File: src/rtl/uart_rx_fsm.sv
// UART receiver control FSM: 3-point majority sampler, LSB-first deserializer,
// parity and stop checks; drives the external edge/bit counter.
module uart_rx_fsm #(
    parameter int DATA_WIDTH = 8,
    parameter int PRESCALE_W = 5
) (
    input  logic                  CLK,
    input  logic                  RST,
    input  logic                  RX_IN,
    input  logic [PRESCALE_W-1:0] prescale,
    input  logic                  PAR_EN,
    input  logic                  PAR_TYP,
    input  logic [PRESCALE_W-1:0] edge_cnt,
    input  logic [3:0]            bit_cnt,
    output logic                  counter_en,
    output logic                  new_start,
    output logic [DATA_WIDTH-1:0] P_DATA,
    output logic                  data_valid,
    output logic                  parity_error,
    output logic                  framing_error
);

    typedef enum logic [2:0] {IDLE, START, DATA, PARITY, STOP} state_t;

    localparam logic [3:0] LAST_IDX = 4'(DATA_WIDTH);
    localparam logic [3:0] PAR_IDX  = 4'(DATA_WIDTH + 1);

    state_t                  state, state_nx;
    logic [DATA_WIDTH-1:0]   sr, sr_nx;
    logic                    par_acc, par_acc_nx;
    logic                    par_err, par_err_nx;
    logic                    par_en_l, par_en_nx;
    logic                    par_typ_l, par_typ_nx;
    logic                    stop_done, stop_done_nx;
    logic                    ferr, ferr_nx;
    logic                    cen_nx, nst_nx, dv_nx, pe_nx, fe_nx;
    logic [DATA_WIDTH-1:0]   pdata_nx;

    logic [PRESCALE_W-1:0]   mid;
    logic                    smp_a, smp_b, smp_c;
    logic                    sampled_bit, at_eval, at_end;
    logic [3:0]              stop_idx;

    assign mid         = prescale >> 1;
    assign sampled_bit = (smp_a & smp_b) | (smp_a & smp_c) | (smp_b & smp_c);
    assign at_eval     = (edge_cnt == mid + PRESCALE_W'(2));
    assign at_end      = (edge_cnt == prescale);
    assign stop_idx    = PAR_IDX + {3'b000, par_en_l};

    always_ff @(posedge CLK or negedge RST) begin
        if (!RST) begin
            smp_a <= 1'b0;
            smp_b <= 1'b0;
            smp_c <= 1'b0;
        end else begin
            if (edge_cnt == mid - PRESCALE_W'(1)) smp_a <= RX_IN;
            if (edge_cnt == mid)                  smp_b <= RX_IN;
            if (edge_cnt == mid + PRESCALE_W'(1)) smp_c <= RX_IN;
        end
    end

    always_ff @(posedge CLK or negedge RST) begin
        if (!RST) begin
            state         <= IDLE;
            sr            <= '0;
            par_acc       <= 1'b0;
            par_err       <= 1'b0;
            par_en_l      <= 1'b0;
            par_typ_l     <= 1'b0;
            stop_done     <= 1'b0;
            ferr          <= 1'b0;
            counter_en    <= 1'b0;
            new_start     <= 1'b0;
            P_DATA        <= '0;
            data_valid    <= 1'b0;
            parity_error  <= 1'b0;
            framing_error <= 1'b0;
        end else begin
            state         <= state_nx;
            sr            <= sr_nx;
            par_acc       <= par_acc_nx;
            par_err       <= par_err_nx;
            par_en_l      <= par_en_nx;
            par_typ_l     <= par_typ_nx;
            stop_done     <= stop_done_nx;
            ferr          <= ferr_nx;
            counter_en    <= cen_nx;
            new_start     <= nst_nx;
            P_DATA        <= pdata_nx;
            data_valid    <= dv_nx;
            parity_error  <= pe_nx;
            framing_error <= fe_nx;
        end
    end

    always_comb begin
        state_nx     = state;
        sr_nx        = sr;
        par_acc_nx   = par_acc;
        par_err_nx   = par_err;
        par_en_nx    = par_en_l;
        par_typ_nx   = par_typ_l;
        stop_done_nx = stop_done;
        ferr_nx      = ferr;
        cen_nx       = counter_en;
        nst_nx       = 1'b0;
        pdata_nx     = P_DATA;
        dv_nx        = 1'b0;
        pe_nx        = 1'b0;
        fe_nx        = 1'b0;

        case (state)
            IDLE: begin
                cen_nx = 1'b0;
                if (!RX_IN) begin
                    state_nx   = START;
                    cen_nx     = 1'b1;
                    par_en_nx  = PAR_EN;
                    par_typ_nx = PAR_TYP;
                end
            end
            START: begin
                // per-frame flags are cleared here so both entry paths share it
                par_acc_nx   = 1'b0;
                par_err_nx   = 1'b0;
                stop_done_nx = 1'b0;
                ferr_nx      = 1'b0;
                if (at_eval && bit_cnt == 4'd0) begin
                    if (sampled_bit) begin
                        state_nx = IDLE;
                        cen_nx   = 1'b0;
                    end
                end else if (bit_cnt == 4'd1) begin
                    state_nx = DATA;
                end
            end
            DATA: begin
                if (at_eval && bit_cnt >= 4'd1 && bit_cnt <= LAST_IDX) begin
                    sr_nx      = {sampled_bit, sr[DATA_WIDTH-1:1]};
                    par_acc_nx = par_acc ^ sampled_bit;
                end
                if (bit_cnt == PAR_IDX)
                    state_nx = par_en_l ? PARITY : STOP;
            end
            PARITY: begin
                if (at_eval && bit_cnt == PAR_IDX)
                    par_err_nx = sampled_bit ^ par_acc ^ par_typ_l;
                if (bit_cnt == stop_idx)
                    state_nx = STOP;
            end
            STOP: begin
                if (!stop_done) begin
                    if (at_eval && bit_cnt == stop_idx) begin
                        stop_done_nx = 1'b1;
                        fe_nx        = ~sampled_bit;
                        ferr_nx      = ~sampled_bit;
                        pe_nx        = par_en_l & par_err;
                        if (sampled_bit && !(par_en_l && par_err)) begin
                            pdata_nx = sr;
                            dv_nx    = 1'b1;
                        end
                    end
                end else if (ferr) begin
                    // a low stop bit may be a held break: leave only once the line is high
                    if (RX_IN) begin
                        state_nx = IDLE;
                        cen_nx   = 1'b0;
                    end
                end else if (!RX_IN) begin
                    state_nx   = START;
                    nst_nx     = 1'b1;
                    par_en_nx  = PAR_EN;
                    par_typ_nx = PAR_TYP;
                end else if (at_end) begin
                    state_nx = IDLE;
                    cen_nx   = 1'b0;
                end
            end
            default: begin
                state_nx = IDLE;
                cen_nx   = 1'b0;
            end
        endcase
    end

endmodule

File: config.mk
export PLATFORM = sky130hd
export DESIGN_NAME = uart_rx_fsm
export DESIGN_NICKNAME = d
export VERILOG_FILES = /design/src/rtl/uart_rx_fsm.sv
export SDC_FILE = /design/constraint.sdc
export NUM_CORES = 1
export LEC_CHECK = 0
export ABC_CLOCK_PERIOD_IN_PS = 2800
export CORE_ASPECT_RATIO = 0.7
export CORE_MARGIN = 2
export CORE_UTILIZATION = 53
export DETAILED_ROUTE_END_ITERATION = 10
export PLACE_DENSITY = 0.76
export RECOVER_POWER = 100
export SYNTH_ARGS = -nofsm -noshare
export SYNTH_HDL_FRONTEND = slang
export SYNTH_SLANG_ARGS = --single-unit
File: constraint.sdc
create_clock -name CLK -period 2.8 [get_ports CLK]
set_input_delay 0.84 -clock CLK [delete_from_list [all_inputs] [get_ports CLK]]
set_output_delay 0.84 -clock CLK [all_outputs]
set_load 0.005 [all_outputs]
==> results of run 1 <==
## report_power, final
part / internal [mW] / switching (mW)
clock: 0.172 / 0.170
sequential: 0.531 / 0.0818
combinational: 0.204 / 0.223
total: 0.907 / 0.475
## metrics by stage
| step | utilization (%) | setup TNS, ns | worst slack [ns] | total power, mW |
|---|---|---|---|---|
| 2_1_floorplan | - | 0 | 0.0470 | 0.879 |
| 3_3_place_gp | 70.2 | -6.38 | -0.363 | 1.02 |
| 3_5_place_dp | 70.2 | -7.40 | -0.406 | 1.03 |
| 4_1_cts | 73.1 | 0 | 0.00667 | 1.39 |
| 5_1_grt | 71.8 | 0 | 0.0298 | 1.46 |
| 6_report | 71.8 | 0 | 0.0877 | 1.38 |
## layout by cell type (no fill, tap or decap), drive strengths merged, types with 2 or more instances in the layout
master | netlist | routed
nand3b | 2 | 2
dfrtp | 33 | 33
o31ai | 2 | 2
dlygate4sd3 | 0 | 16
nor2 | 14 | 14
nor4 | 2 | 2
nand2b | 5 | 5
mux2i | 3 | 3
ha | 5 | 5
nand2 | 13 | 13
o21ai | 8 | 8
nor3 | 6 | 6
inv | 7 | 7
a21oi | 6 | 6
clkbuf | 4 | 10
o211ai | 3 | 3
dlygate4sd2 | 0 | 2
clkinv | 0 | 2
or3 | 2 | 2
xnor2 | 7 | 7
xor2 | 9 | 9
mux2 | 22 | 22
nand4b | 2 | 2
clkdlybuf4s50 | 0 | 12
nand3 | 5 | 5
buf | 4 | 22
nor2b | 2 | 2
or4 | 2 | 3
nand4 | 2 | 2
## logic make-up (layout without fill, tap and decap cells)
group | Yosys count | count (layout) | synth area share, %
compound gates | 31 | 31 | 10.5
xor+xnor | 16 | 16 | 7.81
fa+ha+maj | 6 | 6 | 3.65
buf+inv | 15 | 72 | 4.22
flops | 33 | 33 | 41.6
mux | 25 | 25 | 15.5
simple gates | 59 | 60 | 16.8
## state kept, by name (all words and copies together) (netlist names)
name and count:
par_en_l 1, parity_error 1, sr 8, new_start 1, smp_a 1, par_typ_l 1, smp_c 1, par_acc 1
state 3, data_valid 1, smp_b 1, par_err 1, stop_done 1, ferr 1, framing_error 1, counter_en 1
P_DATA 8
## metal layers
layer	global-route usage, %	vias to the layer above	part of all wire, %
li1	-	779	-
met4	3.83	0	1.1
met5	0	-	0
met1	36.5	791	47
met2	35.3	67	44
met3	6.54	6	7.8
## worst paths after layout
path	endpoint	slack [ns]	cells past startpoint
hold reg to reg	P_DATA[6]	0.50	1
setup reg to reg	state[2]	0.49	5
min in group asynchronous	P_DATA[1]	1.17	2
setup / recovery	state[2]	0.09	7
max in group asynchronous	par_en_l	1.12	2
hold / removal	P_DATA[6]	0.50	1
## area by class of cell
cell class / instances / area, sq um / share of cell area (%)
Multi-Input combinational cell: 138 / 1060 / 41.5
Sequential cell: 33 / 826 / 32.3
Timing Repair Buffer: 57 / 499 / 19.5
Clock buffer: 6 / 72.6 / 2.84
Tap cell: 50 / 62.6 / 2.45
Inverter: 7 / 26.3 / 1.03
Clock inverter: 2 / 10.0 / 0.392
## repair_timing
action / CTS / global route
hold endpoints to repair: 0 / 0
pin swaps: 3 / 2
cloned: 1 / 0
resized for setup: 6 / 2
hold buffers: 0 / 0
buffers inserted: 0 / 0
setup endpoints to repair: 14 / 9
## worst register-to-register path: stages (launching register included)
cell	delay, ns
dfrtp_1	0.59
inv_2	0.12
or3_1	0.47
or4_1	0.53
nand3_1	0.14
mux2_2	0.34
==> metrics.cfg, run 1 <==
[hold_path]
hold_class = reg -> reg
hold_start = P_DATA[6]

[sta]
fmax_ghz = 0.369
finalHoldViolCount = 0
fin_skew_ns = 0.00656
layout_min_cycle_time_ns = 2.71
finalSetupViolations = 0
worst_slew_pin_slew_ns = 0.801
slew_headroom_pct = 46.6
slew_viol_final = 0
rsz0062_at_grt = no
finalCritPeriodShare_pct = 96.9
hold-worst-slack_ns = 0.500

[floorplan]
num_rows = 18
ios = 32
coreArea_sq_um = 3560
fp.dieH_um = 55.2
start_util_pct = 55.8
die_w_um = 77.2
die-area_sq_um = 4260

[synthesis]
yosysWarnings = 0
synth_top_cell_by_area = dfrtp_1
ys_ff_latch = 33
synthArstFlopShare_pct = 100
yosys_most_used_dff = dfrtp_1
ys_seq_area_share_pct = 41.6
yosysTopAreaCellShare_pct = 41.6
synth.avg_cell_area_sq_um = 10.7
syn_area_sq_um = 1990
yosys-top-cells-count = dfrtp_1, mux2_2, nor2_1
synth_most_common_cell = dfrtp_1
yosys-top-cells-area = dfrtp_1, mux2_2, mux2_4
synth_edf_count = 0
netlist_instances = 185
synth_cell_types = 49
syn-num-nets = 209

[routing]
viasPerCell = 5.61
vias = 1643
first_pass_iters = 4
routed_wl_mm = 4.73
routedWlPerCell_um = 16.1
drc_errors = 0
ant_nets = 0
drt_iter0_drc = 133

[cells_and_area]
postLayoutCellArea_sq_um = 2560
antenna_cells = 0
drive_above_1_share_pct = 23.5
fin_nets = 266
final_cells = 293
fillers = 267
area_growth_pct = 28.7

[global_routing]
antenna_found_initial = 0
grt_pass1_vias = 1624
gr-total-overflow = 0
grt_max_degree = 34
grt_pass1_wl_mm = 8.10
grt_usage_pct = 24.1

[clocking]
clock_latency_ns = 0.29
cts_root_buffer = clkbuf_8
clock_path_buffers = 2
path_clk_slew_ns = 0.07
cts_buffers = 5
h-tree-depth = 2
clock-sinks = 33
cts_tree = built

[setup_path]
required_ns = 2.97
critical-path-slowest-cell = dlygate4sd3_1
critical-path-max-stage-delay_ns = 0.58
critPathTopFamily = simple AND/OR/NAND/NOR gates
reg2reg_from = state[0]
worstSetupStartpointType = input port
cp-end-kind = flop
worstSetupPathType = in -> reg
crit_fanout = 8
critical_path.startpoint = edge_cnt[2]
path_buf_inv = 1
cp_cell_sequence = dlygate4sd3_1, xor2_1, nor2_1, nand4_4, or4_1, nand3_1, mux2_2
worstPathArrival_ns = 2.88

[flow_run]
cap_viol_max_count = 0

[run_status]
status = finished clean

[pwr]
power_density_nw_per_um2 = 540
leakagePower_nw = 1.20
ir_drop_mv = 0.459

[placement]
dpl_cell_area_sq_um = 2500
gp_congestion = 0.986
place_inst = 284
dp_hpwl_mm = 3.43
port_buffers = 31

Power figures use the tool's default switching activity.
==> inputs of run 2 (changes only) <==
--- a/config.mk
+++ b/config.mk
@@ -8,9 +8,10 @@
 export ABC_CLOCK_PERIOD_IN_PS = 2800
 export CORE_ASPECT_RATIO = 0.7
 export CORE_MARGIN = 2
-export CORE_UTILIZATION = 53
+export CORE_UTILIZATION = 55
+export CTS_BUF_LIST = sky130_fd_sc_hd__clkbuf_8
 export DETAILED_ROUTE_END_ITERATION = 10
-export PLACE_DENSITY = 0.76
+export PLACE_DENSITY = 0.79
 export RECOVER_POWER = 100
 export SYNTH_ARGS = -nofsm -noshare
 export SYNTH_HDL_FRONTEND = slang
==> run 2 against run 1 <==
Hold slack lost 0.0012 ns; first-iteration DRC count shrank 8.3%; clock skew shrank 0.0022 ns; largest power group unchanged; highest routed layer unchanged.
==> metrics.cfg, run 2 (same netlist as run 1, synthesis figures left out) <==
[run_status]
status = finished clean

[floorplan]
ios = 32  ; unchanged
die-area_sq_um = 4120  ; -3.4%
die_w_um = 75.8  ; -1.7%
fp.dieH_um = 54.3  ; -1.7%
start_util_pct = 56.9  ; +1.1 points
num_rows = 18  ; unchanged
coreArea_sq_um = 3490  ; -1.9%

[sta]
finalSetupViolations = 0  ; unchanged
layout_setup_ws_ns = 0.0754  ; -0.0122 ns
layout_min_cycle_time_ns = 2.72  ; +0.0122 ns
fmax_ghz = 0.367  ; -0.45%
slew_headroom_pct = 47.8  ; +1.2 points
finalHoldViolCount = 0  ; unchanged
finalCritPeriodShare_pct = 97.3  ; +0.44 points
worst_slew_pin_slew_ns = 0.783  ; -0.0183 ns
fin_skew_ns = 0.00438  ; -0.00218 ns
slew_viol_final = 0  ; unchanged
hold-worst-slack_ns = 0.498  ; -0.00118 ns
rsz0062_at_grt = no
setup_tns_ns = 0  ; unchanged

[pwr]
leakagePower_nw = 1.23  ; +2.0%
p_sw_share_pct = 34.9  ; +0.58 points
ir_drop_mv = 0.468  ; +2.0%
seqPwrFrac_pct = 43.3  ; -1.1 points
power_density_nw_per_um2 = 537  ; -0.64%
p_comb_share_pct = 32.2  ; +1.3 points
power_switching_mw = 0.490  ; +3.1%
power_frac_clock_pct = 24.5  ; -0.3 points
p_int_mw = 0.911  ; +0.51%

[global_routing]
grt_usage_pct = 28.0  ; +3.9 points
busiest_layer = met2
grt_max_degree = 34  ; unchanged
antenna_found_initial = 0  ; unchanged
grt_pass1_wl_mm = 8.14  ; +0.52%
gr-usage-met3_pct = 6.26  ; -0.27 points
grt_pass1_vias = 1614  ; -0.62%
grt_use_met1_pct = 39.6  ; +3.1 points
gr-total-overflow = 0  ; unchanged
use_met2_pct = 43.0  ; +7.7 points

[setup_path]
timing.rr.end = P_DATA[6]
rrSetupSlack_ns = 0.49  ; about the same
ff2ff_path_depth = 6  ; +1
worstPathArrival_ns = 2.89  ; about the same
required_ns = 2.97  ; about the same
reg2reg_from = state[2]
critical-path-max-stage-delay_ns = 0.60  ; +0.02 ns
crit_fanout = 7  ; -1
worstSetupStartpointType = input port
cp-end-kind = flop
cp_cell_sequence = dlygate4sd2_1, inv_1, ha_4, xor2_1, nor2_1, nand4_4, or4_4, mux2_1
worstSetupPathType = in -> reg
critPathTopFamily = simple AND/OR/NAND/NOR gates
critical_path.startpoint = prescale[3]
critical-path-slowest-cell = or4_4
path_buf_inv = 2  ; +1

[hold_path]
hold_class = reg -> reg
hold_path_end = P_DATA[5]
hold_depth = 1  ; unchanged
hold_start = P_DATA[5]

[cells_and_area]
drive_above_1_share_pct = 26.6  ; +3.2 points
layout_common_cells = dfrtp_1, buf_4, dlygate4sd3_1, nor2_1, mux2_2
area_growth_pct = 31.3
final_common_cell = dfrtp_1
fillers = 244  ; -8.6%
final_util_pct = 74.7  ; +2.9 points
top_regs = P_DATA (8), sr (8), state (3)
antenna_cells = 0  ; unchanged
final_cells = 298  ; +1.7%
fin_nets = 271  ; +1.9%

[routing]
routedWlPerCell_um = 17.1  ; +5.9%
drc_errors = 0  ; unchanged
routed_wl_mm = 5.09  ; +7.7%
ant_nets = 0  ; unchanged
vias = 1695  ; +3.2%
first_pass_iters = 4  ; unchanged
viasPerCell = 5.69  ; +1.4%
drt_iter0_drc = 122  ; -8.3%

[clocking]
cts_buffers = 5  ; unchanged
cts_root_buffer = clkbuf_8
h-tree-depth = 2  ; unchanged
postCtsHoldBufs = 0  ; unchanged
clock_latency_ns = 0.29  ; about the same
path_clk_slew_ns = 0.07  ; about the same
clock-sinks = 33  ; unchanged
cts_tree = built
clock_path_buffers = 2  ; unchanged

[placement]
gp_congestion = 0.976  ; -0.93%
port_buffers = 31  ; unchanged
dp_hpwl_mm = 3.67  ; +7.2%
dp_worst_setup_slack_ns = -0.450  ; -0.0443 ns
place_inst = 287  ; +1.1%

[flow_run]
cap_viol_max_count = 0  ; unchanged

run 2: cell count changes in the layout (fill, tap and decap cells not counted), sizes merged:
| cell | delta |
|---|---|
| clkdlybuf4s50 | +1 |
| inv | +1 |
| dlygate4sd3 | -1 |
| dlygate4sd2 | +1 |
| buf | +5 |
| dlymetal6s2s | -1 |
| clkbuf | -1 |
run 2: area by class of cell:
cell class                      instances  area, sq um  share of cell area (%)
Inverter                                7         26.3                    1.01
Clock inverter                          3         13.8                   0.528
Tap cell                               50         62.6                    2.40
Sequential cell                        33          826                    31.7
Multi-Input combinational cell        138         1070                    41.2
Timing Repair Buffer                   62          537                    20.6
Clock buffer                            5         68.8                    2.64
run 2: per-layer routing:
metal | vias to the layer above | wire [um]
met1 | 802 | 2250
met3 | 18 | 474
met4 | 0 | 117
met2 | 85 | 2250
met5 | - | 0
li1 | 790 | -
run 2: stage by stage:
step / area (sq um) / total power, mW
6_report: 2610 / 1.40
5_1_grt: 2610 / 1.47
4_1_cts: 2650 / 1.40
3_5_place_dp: 2520 / 1.04
3_3_place_gp: 2520 / 1.02
2_1_floorplan: 1990 / 0.879
run 2: timing repair:
| action | CTS | global route |
|---|---|---|
| hold endpoints to repair | 0 | 0 |
| buffers inserted | 2 | 0 |
| gates cloned | 1 | 0 |
| pin swaps | 4 | 1 |
| setup endpoints to repair | 19 | 7 |
| resized for setup | 8 | 2 |
run 2: worst max-delay path by stage:
stage          slack [ns]  endpoint  depth (start not counted)
6_report             0.08     sr[6]                          8
2_1_floorplan        0.05  state[2]                          9
3_3_place_gp        -0.36  state[2]                          9
4_1_cts              0.06     sr[4]                          6
3_5_place_dp        -0.45  state[2]                          9
5_1_grt             0.008     smp_a                          8
run 2: power by group through the flow:
stage	combinational, mW	sequential (mW)	clock (mW)
CTS	0.447	0.603	0.348
global route	0.488	0.613	0.367
detailed placement	0.431	0.610	0
global placement	0.412	0.607	0
finish	0.452	0.606	0.343
floorplan	0.310	0.568	0
